[src/rtl/dds_uart_pkg.sv]
// Shared types and defaults for the UART command path (frame parser and
// register mapper agree on payload length, header bytes and byte timeout).
package dds_uart_pkg;

    typedef enum logic [1:0] {
        HUNT    = 2'd0,
        HDR1    = 2'd1,
        PAYLOAD = 2'd2,
        CHECK   = 2'd3
    } parser_state_e;

    localparam logic [7:0] HDR0_DEF          = 8'h55;
    localparam logic [7:0] HDR1_DEF          = 8'hAA;
    localparam int         PAYLOAD_BYTES_DEF = 12;
    localparam int         TIMEOUT_CYC_DEF   = 50000;

endpackage

[src/rtl/byte_gap_timer.sv]
// Idle-gap watchdog: counts clocks since the last byte strobe while enabled
// and pulses expire_o when the gap reaches _TIMEOUT_CYC clocks.
module byte_gap_timer #(
    parameter int _TIMEOUT_CYC = 50000
) (
    input  logic clk_i,
    input  logic rst_i,
    input  logic enable_i,
    input  logic clr_i,
    output logic expire_o
);

    localparam int CW = (_TIMEOUT_CYC > 2) ? $clog2(_TIMEOUT_CYC) : 1;
    localparam logic [CW-1:0] CNT_LAST = CW'(_TIMEOUT_CYC - 1);

    logic [CW-1:0] cnt_q;
    logic [CW-1:0] cnt_d;

    // A strobe landing in the terminal cycle suppresses the expiry.
    assign expire_o = enable_i && !clr_i && (cnt_q == CNT_LAST);

    always_comb begin
        cnt_d = cnt_q + CW'(1);
        if (!enable_i || clr_i || expire_o) begin
            cnt_d = '0;
        end
    end

    always_ff @(posedge clk_i or posedge rst_i) begin
        if (rst_i) begin
            cnt_q <= '0;
        end else begin
            cnt_q <= cnt_d;
        end
    end

endmodule

[src/rtl/uart_frame_parser.sv]
// Turns the UART byte stream into checksum-verified payload frames and
// publishes each good frame as a stable register bank with a pack_done pulse.
module uart_frame_parser
    import dds_uart_pkg::*;
#(
    parameter int         _PAYLOAD_BYTES = PAYLOAD_BYTES_DEF,
    parameter logic [7:0] _HDR0          = HDR0_DEF,
    parameter logic [7:0] _HDR1          = HDR1_DEF,
    parameter int         _TIMEOUT_CYC   = TIMEOUT_CYC_DEF
) (
    input  logic                        sys_clk,
    input  logic                        sys_rst,
    input  logic [7:0]                  uart_data,
    input  logic                        uart_done,
    output logic [8*_PAYLOAD_BYTES-1:0] rev_data,
    output logic                        pack_done,
    output logic [7:0]                  pack_num,
    output logic                        frame_err,
    output logic [7:0]                  err_cnt,
    output logic                        busy
);

    localparam int IDX_W = (_PAYLOAD_BYTES > 1) ? $clog2(_PAYLOAD_BYTES) : 1;
    localparam logic [IDX_W-1:0] IDX_LAST = IDX_W'(_PAYLOAD_BYTES - 1);

    function automatic logic [7:0] sat_inc8(input logic [7:0] v);
        return (v == 8'hFF) ? v : v + 8'd1;
    endfunction

    parser_state_e                 state_q,     state_d;
    logic [IDX_W-1:0]              idx_q,       idx_d;
    logic [7:0]                    sum_q,       sum_d;
    logic [8*_PAYLOAD_BYTES-1:0]   staging_q,   staging_d;
    logic [8*_PAYLOAD_BYTES-1:0]   rev_q,       rev_d;
    logic [7:0]                    pack_num_q,  pack_num_d;
    logic [7:0]                    err_cnt_q,   err_cnt_d;
    logic                          pack_done_q, pack_done_d;
    logic                          frame_err_q, frame_err_d;
    logic                          expire;

    assign busy = (state_q != HUNT);

    byte_gap_timer #(
        ._TIMEOUT_CYC(_TIMEOUT_CYC)
    ) u_gap_timer (
        .clk_i    (sys_clk),
        .rst_i    (sys_rst),
        .enable_i (busy),
        .clr_i    (uart_done),
        .expire_o (expire)
    );

    always_comb begin
        state_d     = state_q;
        idx_d       = idx_q;
        sum_d       = sum_q;
        staging_d   = staging_q;
        rev_d       = rev_q;
        pack_num_d  = pack_num_q;
        err_cnt_d   = err_cnt_q;
        pack_done_d = 1'b0;
        frame_err_d = 1'b0;

        // expire is never asserted together with uart_done.
        if (expire) begin
            state_d     = HUNT;
            frame_err_d = 1'b1;
            err_cnt_d   = sat_inc8(err_cnt_q);
        end else if (uart_done) begin
            unique case (state_q)
                HUNT: begin
                    if (uart_data == _HDR0) state_d = HDR1;
                end
                HDR1: begin
                    if (uart_data == _HDR1) begin
                        state_d = PAYLOAD;
                        idx_d   = '0;
                        sum_d   = 8'd0;
                    end else if (uart_data != _HDR0) begin
                        state_d = HUNT;
                    end
                end
                PAYLOAD: begin
                    staging_d[8*idx_q +: 8] = uart_data;
                    sum_d = sum_q + uart_data;
                    if (idx_q == IDX_LAST) begin
                        state_d = CHECK;
                    end else begin
                        idx_d = idx_q + IDX_W'(1);
                    end
                end
                CHECK: begin
                    if (uart_data == sum_q) begin
                        rev_d       = staging_q;
                        pack_done_d = 1'b1;
                        pack_num_d  = pack_num_q + 8'd1;
                    end else begin
                        frame_err_d = 1'b1;
                        err_cnt_d   = sat_inc8(err_cnt_q);
                    end
                    state_d = HUNT;
                end
                default: state_d = HUNT;
            endcase
        end
    end

    always_ff @(posedge sys_clk or posedge sys_rst) begin
        if (sys_rst) begin
            state_q     <= HUNT;
            idx_q       <= '0;
            sum_q       <= 8'd0;
            staging_q   <= '0;
            rev_q       <= '0;
            pack_num_q  <= 8'd0;
            err_cnt_q   <= 8'd0;
            pack_done_q <= 1'b0;
            frame_err_q <= 1'b0;
        end else begin
            state_q     <= state_d;
            idx_q       <= idx_d;
            sum_q       <= sum_d;
            staging_q   <= staging_d;
            rev_q       <= rev_d;
            pack_num_q  <= pack_num_d;
            err_cnt_q   <= err_cnt_d;
            pack_done_q <= pack_done_d;
            frame_err_q <= frame_err_d;
        end
    end

    assign rev_data  = rev_q;
    assign pack_done = pack_done_q;
    assign pack_num  = pack_num_q;
    assign frame_err = frame_err_q;
    assign err_cnt   = err_cnt_q;

endmodule

[config.mk]
export PLATFORM = sky130hd
export DESIGN_NAME = uart_frame_parser
export DESIGN_NICKNAME = d
export VERILOG_FILES = /design/src/rtl/dds_uart_pkg.sv /design/src/rtl/byte_gap_timer.sv /design/src/rtl/uart_frame_parser.sv
export SDC_FILE = /design/constraint.sdc
export NUM_CORES = 1
export LEC_CHECK = 0
export CORE_AREA = 3 3 121 181
export DETAILED_ROUTE_END_ITERATION = 7
export DIE_AREA = 0 0 124 184
export HOLD_SLACK_MARGIN = 0.15
export PLACE_DENSITY = 0.79
export SETUP_SLACK_MARGIN = 0.5
export SLEW_MARGIN = 10
export SYNTH_ARGS = -nofsm -noshare
export SYNTH_HDL_FRONTEND = slang
export SYNTH_SLANG_ARGS = --single-unit
[constraint.sdc]
create_clock -name sys_clk -period 17.2 [get_ports sys_clk]
set_input_delay 1.72 -clock sys_clk [delete_from_list [all_inputs] [get_ports sys_clk]]
set_output_delay 1.72 -clock sys_clk [all_outputs]
set_load 0.005 [all_outputs]
==> qor.csv, run 1 <==
metric;value;unit
initial_core_util;49.40;%
drt-initial-drc-count;639;
grt-busiest-layer;met2;
syn_area;10130;sq um
post-route-period-util;27.35;%
clock_sinks;240;
maxSlewHeadroom;22.41;%
synth_top_area_share;59.31;%
portBuffers;125;
cp_max_fo;110;
cts-buffers-inserted;22;
routed_wl;23740;um
n_antenna_cell;0;
cts_setup_buffers;0;
root_buffer;clkbuf_16;
core_area;20500;sq um
antenna_found_initial;0;
gp_congestion;0.9546;
clk_pin_slew_worst_paths;0.07;ns
critPathMaxStageDelay;0.77;ns
via_count;7563;
synthTopCellsByArea;dfrtp_1 59%, nand2_1 15%, o21ai_0 4.3%, mux2_2 2.8%, ha_1 2.5%;
mostFrequentLayoutCell;nand2_1;
cp.required;17.59;ns
drc_errors;0;
use_met1;27.15;%
worst_slew_pin_slew;1.155;ns
final_area;12300;sq um
finalMaxSlewViolations;0;
gr-total-overflow;0;
grtUsageMet2;36.36;%
nNetsFinal;1165;
avgSynthCellArea;9.821;sq um
final_hold_viol_count;0;
max_cap_violations;0;
cts_tree;yes;
crit_type;in -> reg;
die_w;124;um
drtAntennaViolNets;0;
place_inst;1373;
grt_use_total;21.21;%
p_leak;5.949;nW
cts_max_level;1;
critPathTopFamily;buffers and inverters;
critPathCaptureType;register;
crit_path_frequent_cell;buf_4;
path_buf_inv;4;
yosys_warnings;0;
most-common-layout-cells;392 x nand2_1, 240 x dfrtp_1, 125 x clkdlybuf4s50_1;
rsz0062_at_grt;no;
peakVddDrop;0.00006012;V
seq_area_frac_synth;59.31;%
startpoint_type;input port;
synthCells;1031;
ctsHoldBuffers;0;
synth_ff_type;dfrtp_1;
ctsResizeCount;0;
use_met3;3.171;%
layoutNonFillerInstCount;1412;
dp_hpwl;16320;um
grt_max_degree;111;
synth-seq-cells;240;
slowest_stage;clkdlybuf4s50_1;
crit_path_cell_trace;clkdlybuf4s50_1, ha_1, nor4_1, nand4b_1, buf_4, inv_2, buf_4, nand4_1, xnor2_1;
finalSetupTns;0;ns
die_h;184;um
rows;64;
dpl-instance-area;11530;sq um
async_flop_share;100.0;%
fp.dieArea;22820;sq um
synth_edf_count;0;
drtPass1Iterations;5;
yosys.area.top_type;dfrtp_1;
insertion_delay;0.50;ns
grt_pass1_vias;7708;
syn_to_final_growth;21.43;%
min_path_type;reg -> reg;
viasPerCell;5.356;
wire_per_inst;16.82;um
drive_above_1_share;6.882;%
period_minus_slack;4.704;ns
worstPathArrival;5.09;ns
io_pins;126;
setup_viol;0;
synth_cell_types;57;
fmax;212.6;MHz
skew;0.01734;ns
p_per_area;91.28;nW/um^2
status;finished, final reports clean;
syn_nets;1063;
cts_buffer_depth;3;
grt_pass1_wl;38850;um
[cells in the mapped netlist (2+ instances only)]
library cell / count
nor4b_4: 2
and3_1: 11
a32o_1: 3
clkbuf_1: 33
or2_2: 2
and4bb_2: 2
a22o_1: 3
mux2_2: 25
nand3_1: 26
dfrtp_1: 240
a21oi_1: 3
a21o_1: 2
xor2_1: 17
o21ai_0: 88
ha_1: 20
o31ai_1: 4
nand2_1: 392
nor4_1: 2
and2_1: 7
nand3b_1: 4
nand2b_1: 5
o41ai_1: 2
nor3_1: 8
o211ai_1: 2
nor4b_2: 2
a211oi_1: 6
buf_2: 15
inv_1: 22
buf_1: 2
nor2b_1: 3
nor2_1: 30
xnor2_1: 16
nand4_1: 8
[sequential cells by signal (all words and copies together) (netlist names)]
signal / count
state_q: 2
pack_done: 1
rev_data: 96
staging_q: 96
u_gap_timer.cnt_q: 16
sum_q: 8
idx_q: 4
pack_num: 8
frame_err: 1
err_cnt: 8
[kinds of logic (layout without fill, tap and decap cells)]
kind of cell,after synthesis,in the layout,share of synthesized area [%]
AND/OR/NAND/NOR,514,514,21.94
flip-flops,240,240,59.31
AO/OA/AOI/OAI,123,123,7.364
buffers and inverters,74,191,2.966
XOR/XNOR,33,33,2.854
multiplexers,26,26,2.891
adder cells (fa/ha/maj),21,21,2.669
[worst min-delay path, stage by stage, from the launching register on]
cell and delay (ns):
dfrtp_1 0.34, nand2_1 0.05, nand2_1 0.05
[path summary, 6_finish.rpt]
check / startpoint / to / slack, ns / cells past startpoint
worst max-delay path: uart_data[0] / pack_num[6] / 12.50 / 9
worst min-delay path: staging_q[0] / rev_data[0] / 0.46 / 2
worst max register to register: sum_q[6] / pack_num[6] / 14.10 / 8
worst min register to register: staging_q[0] / rev_data[0] / 0.46 / 2
max in group asynchronous: sys_rst / pack_num[1] / 14.12 / 3
min in group asynchronous: sys_rst / rev_data[58] / 1.70 / 2
[layer usage]
metal,share of wire [%],vias to the layer above
met5,0,-
li1,-,3580
met1,40,3680
met4,3.9,0
met3,6.0,59
met2,50,244
[per-stage QoR]
step,util (%),setup slack [ns],hold slack [ns],power [mW]
3_5_place_dp,56.25,12.01,0.4543,0.6248
4_1_cts,59.98,12.55,0.4673,1.128
6_report,59.98,12.50,0.4649,1.122
5_1_grt,59.98,12.22,0.4922,1.154
2_1_floorplan,-,8.892,0.4331,0.6097
3_3_place_gp,56.25,12.10,0.4461,0.6234
[power breakdown]
group          internal [mW]  switching [mW]  leakage, nW
combinational         0.0130          0.0305         2.28
sequential             0.567         0.00323         3.29
clock                  0.305           0.203        0.376
total                  0.885           0.237         5.95
[layout make-up]
cell class              count  area [sq um]
fillers                  1728          8204
inverters                  23         93.84
well taps                 264         330.3
clock inverters             4         73.82
flip-flops and latches    240          6006
multi-input cells         717          3820
repair buffers            129          1281
clock buffers              35         690.7
Note: power is estimated with default switching activity, not from simulation.
==> inputs of run 2 (changes only) <==
Settings changed: PLACE_DENSITY 0.79 to 0.82.
Clock period 17.2 ns to 4.11 ns, I/O delays scaled along.
==> run 2 against run 1 <==
Compared with the run above: hold slack got worse by 0.059 ns; sequential power increased to 4.2 times the previous value; routed wire length increased by 1.9%; non-clock buffer count grew 6; total power increased to 4.2 times the previous value; largest cell class unchanged; first-iteration DRC count fell by 13%; sequential share of layout area fell by 0.37 points; clock power rose to 4.2 times the previous value; via count is 1.4% higher; register-to-register slack got worse by 13 ns.
==> qor.csv, run 2 (synthesis gave the netlist of run 1 again) <==
metric;value;unit;change
critPathCaptureType;register;;unchanged
most-common-layout-cells;392 x nand2_1, 240 x dfrtp_1, 125 x clkdlybuf4s50_1;;unchanged
mostFrequentLayoutCell;nand2_1;;unchanged
viasPerCell;5.405;;was 5.356
ff_latch_area;6006;sq um;unchanged
startpoint_type;register;;was input port
status;finished, final reports clean;;unchanged
peakVddDrop;0.0002608;V;was 0.00006012 V
slowest_stage;and3_1;;was clkdlybuf4s50_1
critPathMaxStageDelay;0.60;ns;was 0.77 ns
drc_errors;0;;unchanged
grt_max_degree;110;;was 111
drtPass1Iterations;5;;unchanged
nNetsFinal;1171;;was 1165
layoutNonFillerInstCount;1419;;was 1412
pre_cts_ws;0.9925;ns;was 12.01 ns
drive_above_1_share;7.446;%;was 6.882%
cp.required;4.49;ns;was 17.59 ns
final_area;12390;sq um;was 12300 sq um
fillers;1658;;was 1728
grt_pass1_vias;7801;;was 7708
p_total;4.698;mW;was 1.122 mW
gp_congestion;0.8846;;was 0.9546
ctsHoldBuffers;0;;unchanged
fmax;360.8;MHz;
finalWorstSetupSlack;1.338;ns;was 12.50 ns
ctsResizeCount;0;;unchanged
finalMaxSlewViolations;0;;unchanged
place_inst;1379;;was 1373
drtAntennaViolNets;0;;unchanged
worstPathArrival;3.15;ns;was 5.09 ns
dpl-instance-area;11620;sq um;was 11530 sq um
p_per_area;379.2;nW/um^2;was 91.28 nW/um^2
worst-r2r-cell-count;6;;was 8
portBuffers;125;;unchanged
cts-buffers-inserted;22;;unchanged
grt_use_total;21.85;%;was 21.21%
io_pins;126;;unchanged
skew;0.01171;ns;was 0.01734 ns
finalSetupTns;0;ns;unchanged
cts_max_level;1;;unchanged
syn_to_final_growth;22.35;%;was 21.43%
initial_core_util;49.40;%;unchanged
cts_tree;yes;;unchanged
gr-total-overflow;0;;unchanged
setup_viol;0;;unchanged
wire_per_inst;17.04;um;was 16.82 um
cp_max_fo;10;;was 110
final_hold_viol_count;0;;unchanged
max_cap_violations;0;;unchanged
period_minus_slack;2.772;ns;
routed_wl;24190;um;was 23740 um
insertion_delay;0.50;ns;about the same
maxSlewHeadroom;28.68;%;was 22.41%
min_path_type;in -> async;;was reg -> reg
rsz0062_at_grt;no;;unchanged
die_w;124;um;unchanged
crit_type;reg -> reg;;was in -> reg
core_area;20500;sq um;unchanged
n_antenna_cell;0;;unchanged
multi_input_area;3820;sq um;unchanged
cts_buffer_depth;3;;unchanged
cts_setup_buffers;0;;unchanged
worst_slew_pin_slew;1.062;ns;was 1.155 ns
post-route-period-util;67.44;%;
antenna_found_initial;0;;unchanged
clock_sinks;240;;unchanged
root_buffer;clkbuf_16;;unchanged
via_count;7670;;was 7563
p_leak;5.988;nW;was 5.949 nW
clk_pin_slew_worst_paths;0.06;ns;was 0.07 ns
drt-initial-drc-count;553;;was 639
rows;64;;unchanged
crit_path_cell_trace;inv_1, ha_1, nand2b_1, a211oi_1, and3_1, mux2_2;;was clkdlybuf4s50_1, ha_1, nor4_1, nand4b_1, buf_4, inv_2, buf_4, nand4_1, xnor2_1
die_h;184;um;unchanged
fp.dieArea;22820;sq um;unchanged
grt_pass1_wl;39790;um;was 38850 um
dp_hpwl;16580;um;was 16320 um
[run 2: power breakdown]
part	internal (mW)	switching, mW
clock	1.26	0.851
combinational	0.0597	0.135
sequential	2.37	0.0144
[run 2: through the flow]
step                      util, %  hold WS, ns
after CTS                   60.44       0.4243
after global placement      56.70       0.4405
final                       60.44       0.4059
after detailed placement    56.70       0.4498
after global routing        60.44       0.4688
after floorplan                 -       0.4331
[run 2: final timing paths]
kind / from / to / slack, ns
worst max-delay path: idx_q[0] / staging_q[85] / 1.34
worst min-delay path: sys_rst / err_cnt[4] / 0.41
worst max register to register: idx_q[0] / staging_q[85] / 1.34
worst min register to register: staging_q[2] / rev_data[2] / 0.46
max in group asynchronous: sys_rst / rev_data[53] / 2.72
min in group sys_clk: staging_q[2] / rev_data[2] / 0.46
[run 2: area by class of cell]
type,instances,area share (%)
sequential,240,48.47
clock inverter,6,0.7271
clock buffer,34,5.464
timing repair buffer,135,11.11
multi-input combinational,717,30.83
inverter,23,0.7271
tap,264,2.666
[run 2: critical path, delay by kind of cell, from the launching register on]
kind / cells / cell delay [ns]
simple gates: 2 / 0.77
flops: 1 / 0.56
compound gates: 1 / 0.49
mux: 1 / 0.39
fa+ha+maj: 1 / 0.30
buf+inv: 1 / 0.14
[run 2: routing by layer]
metal  part of all wire [%]  GRT usage [%]
met1                     40          27.21
met2                     52          38.89
met3                    4.5          2.771
met4                    3.3          7.412
met5                      0              0
==> inputs of run 3 (changes only) <==
Clock period 4.11 ns to 2.3 ns, I/O delays scaled along.
==> run 3 against run 2 <==
Compared with the run above: the run now ends with setup timing left; routed wire length grew 81%; utilization increased by 18 points; via count up 32%; non-clock buffer count rose by 138; clock skew up 0.016 ns; highest routed layer unchanged.
==> qor.csv, run 3 (synthesis gave the netlist of run 1 again) <==
metric;value;unit;change
status;complete, but fails checks;;was finished, final reports clean
violations;setup timing;;
drc_errors;0;;unchanged
place_inst;1422;;was 1379
grt_max_degree;59;;was 110
fillers;987;;was 1658
portBuffers;125;;unchanged
multi_input_area;5693;sq um;was 3820 sq um
cts-buffers-inserted;22;;unchanged
die_h;184;um;unchanged
period_minus_slack;2.408;ns;was 2.772 ns
routed_wl;43760;um;was 24190 um
finalMaxSlewViolations;0;;unchanged
post-route-period-util;104.7;%;was 67.44%
dp_hpwl;17360;um;was 16580 um
most-common-layout-cells;236 x dfrtp_1, 169 x nand2_1, 124 x clkdlybuf4s50_1;;was 392 x nand2_1, 240 x dfrtp_1, 125 x clkdlybuf4s50_1
mostFrequentLayoutCell;dfrtp_1;;was nand2_1
dpl-instance-area;12100;sq um;was 11620 sq um
clk_pin_slew_worst_paths;0.07;ns;was 0.06 ns
drtAntennaViolNets;0;;unchanged
ff_latch_area;6011;sq um;was 6006 sq um
grt_pass1_vias;9388;;was 7801
whs;0.4879;ns;was 0.4059 ns
grt_use_total;28.50;%;was 21.85%
startpoint_type;register;;unchanged
final_hold_viol_count;0;;unchanged
cts_max_level;1;;unchanged
core_area;20500;sq um;unchanged
worst_slew_pin_slew;0.7800;ns;was 1.062 ns
die_w;124;um;unchanged
cts_tree;yes;;unchanged
rows;64;;unchanged
min_path_cells;2;;
crit_type;reg -> reg;;unchanged
grt_pass1_wl;50470;um;was 39790 um
cp.required;2.75;ns;was 4.49 ns
max_cap_violations;0;;unchanged
gr-total-overflow;0;;unchanged
gp_congestion;0.9053;;was 0.8846
fp.dieArea;22820;sq um;unchanged
finalSetupTns;-0.1123;ns;was 0 ns
initial_core_util;49.40;%;unchanged
p_total;8.414;mW;was 4.698 mW
utilization;78.36;%;was 60.44%
cp_max_fo;5;;was 10
p_per_area;523.8;nW/um^2;was 379.2 nW/um^2
root_buffer;clkbuf_16;;unchanged
io_pins;126;;unchanged
rsz0062_at_grt;yes;;was no
peakVddDrop;0.0005145;V;was 0.0002608 V
clock_sinks;240;;unchanged
maxSlewHeadroom;47.62;%;was 28.68%
final_area;16060;sq um;was 12390 sq um
setup_viol;2;;was 0
wire_per_inst;28.05;um;was 17.04 um
insertion_delay;0.53;ns;was 0.50 ns
critPathCaptureType;register;;unchanged
via_count;10121;;was 7670
cts_buffer_depth;3;;unchanged
worstPathArrival;2.86;ns;was 3.15 ns
skew;0.02746;ns;was 0.01171 ns
fmax;415.3;MHz;was 360.8 MHz
viasPerCell;6.488;;was 5.405
p_leak;7.969;nW;was 5.988 nW
nNetsFinal;1312;;was 1171
antenna_found_initial;1;;was 0
drt-initial-drc-count;1253;;was 553
pre_cts_ws;-0.03548;ns;was 0.9925 ns
finalWorstSetupSlack;-0.1077;ns;was 1.338 ns
layoutNonFillerInstCount;1560;;was 1419
worst-r2r-cell-count;8;;was 6
drtPass1Iterations;6;;was 5
drive_above_1_share;42.19;%;was 7.446%
syn_to_final_growth;58.63;%;was 22.35%
min_path_type;reg -> reg;;was in -> async
==> run 3: power breakdown <==
group / total, mW / internal [mW] / switching [mW]
logic: 0.533 / 0.206 / 0.327
registers: 4.26 / 4.24 / 0.0264
clock network: 3.62 / 1.90 / 1.71
==> run 3: final timing paths <==
kind                                   start             to  slack [ns]
worst min register to register  rev_data[90]   rev_data[90]        0.49
worst max register to register      idx_q[0]  staging_q[16]       -0.11
worst max-delay path                idx_q[0]  staging_q[16]       -0.11
max in group asynchronous            sys_rst   rev_data[51]        0.87
min in group asynchronous            sys_rst     err_cnt[2]        0.59
worst min-delay path            rev_data[90]   rev_data[90]        0.49
==> run 3: layout make-up <==
| cell class | instances | area share (%) |
|---|---|---|
| inverter | 23 | 0.6699 |
| tap | 264 | 2.056 |
| sequential | 240 | 37.42 |
| antenna | 2 | 0.03116 |
| timing repair buffer | 273 | 20.24 |
| clock buffer | 31 | 3.895 |
| multi-input combinational | 720 | 35.44 |
| clock inverter | 7 | 0.2493 |
==> run 3: critical path, stage by stage (launching register included) <==
cell and delay (ns):
dfrtp_2 0.44, buf_6 0.13, inv_4 0.04, ha_4 0.20, buf_4 0.15, xnor2_1 0.63
nand3_1 0.28, nor2_1 0.26, mux2_4 0.21
==> run 3: layer usage <==
metal,wire [um],GRT usage (%)
met3,4210,4.156
met4,4247,16.89
met2,21340,49.12
met5,0,0
met1,13970,33.31
==> run 3: timing repair <==
item / in CTS / in global routing
gates cloned: 14 / 19
hold endpoints to repair: 9 / 0
gates resized for setup: 148 / 464
setup endpoints to repair: 214 / 224
buffers inserted: 38 / 26
hold buffers: 1 / 0
pin swaps: 37 / 220
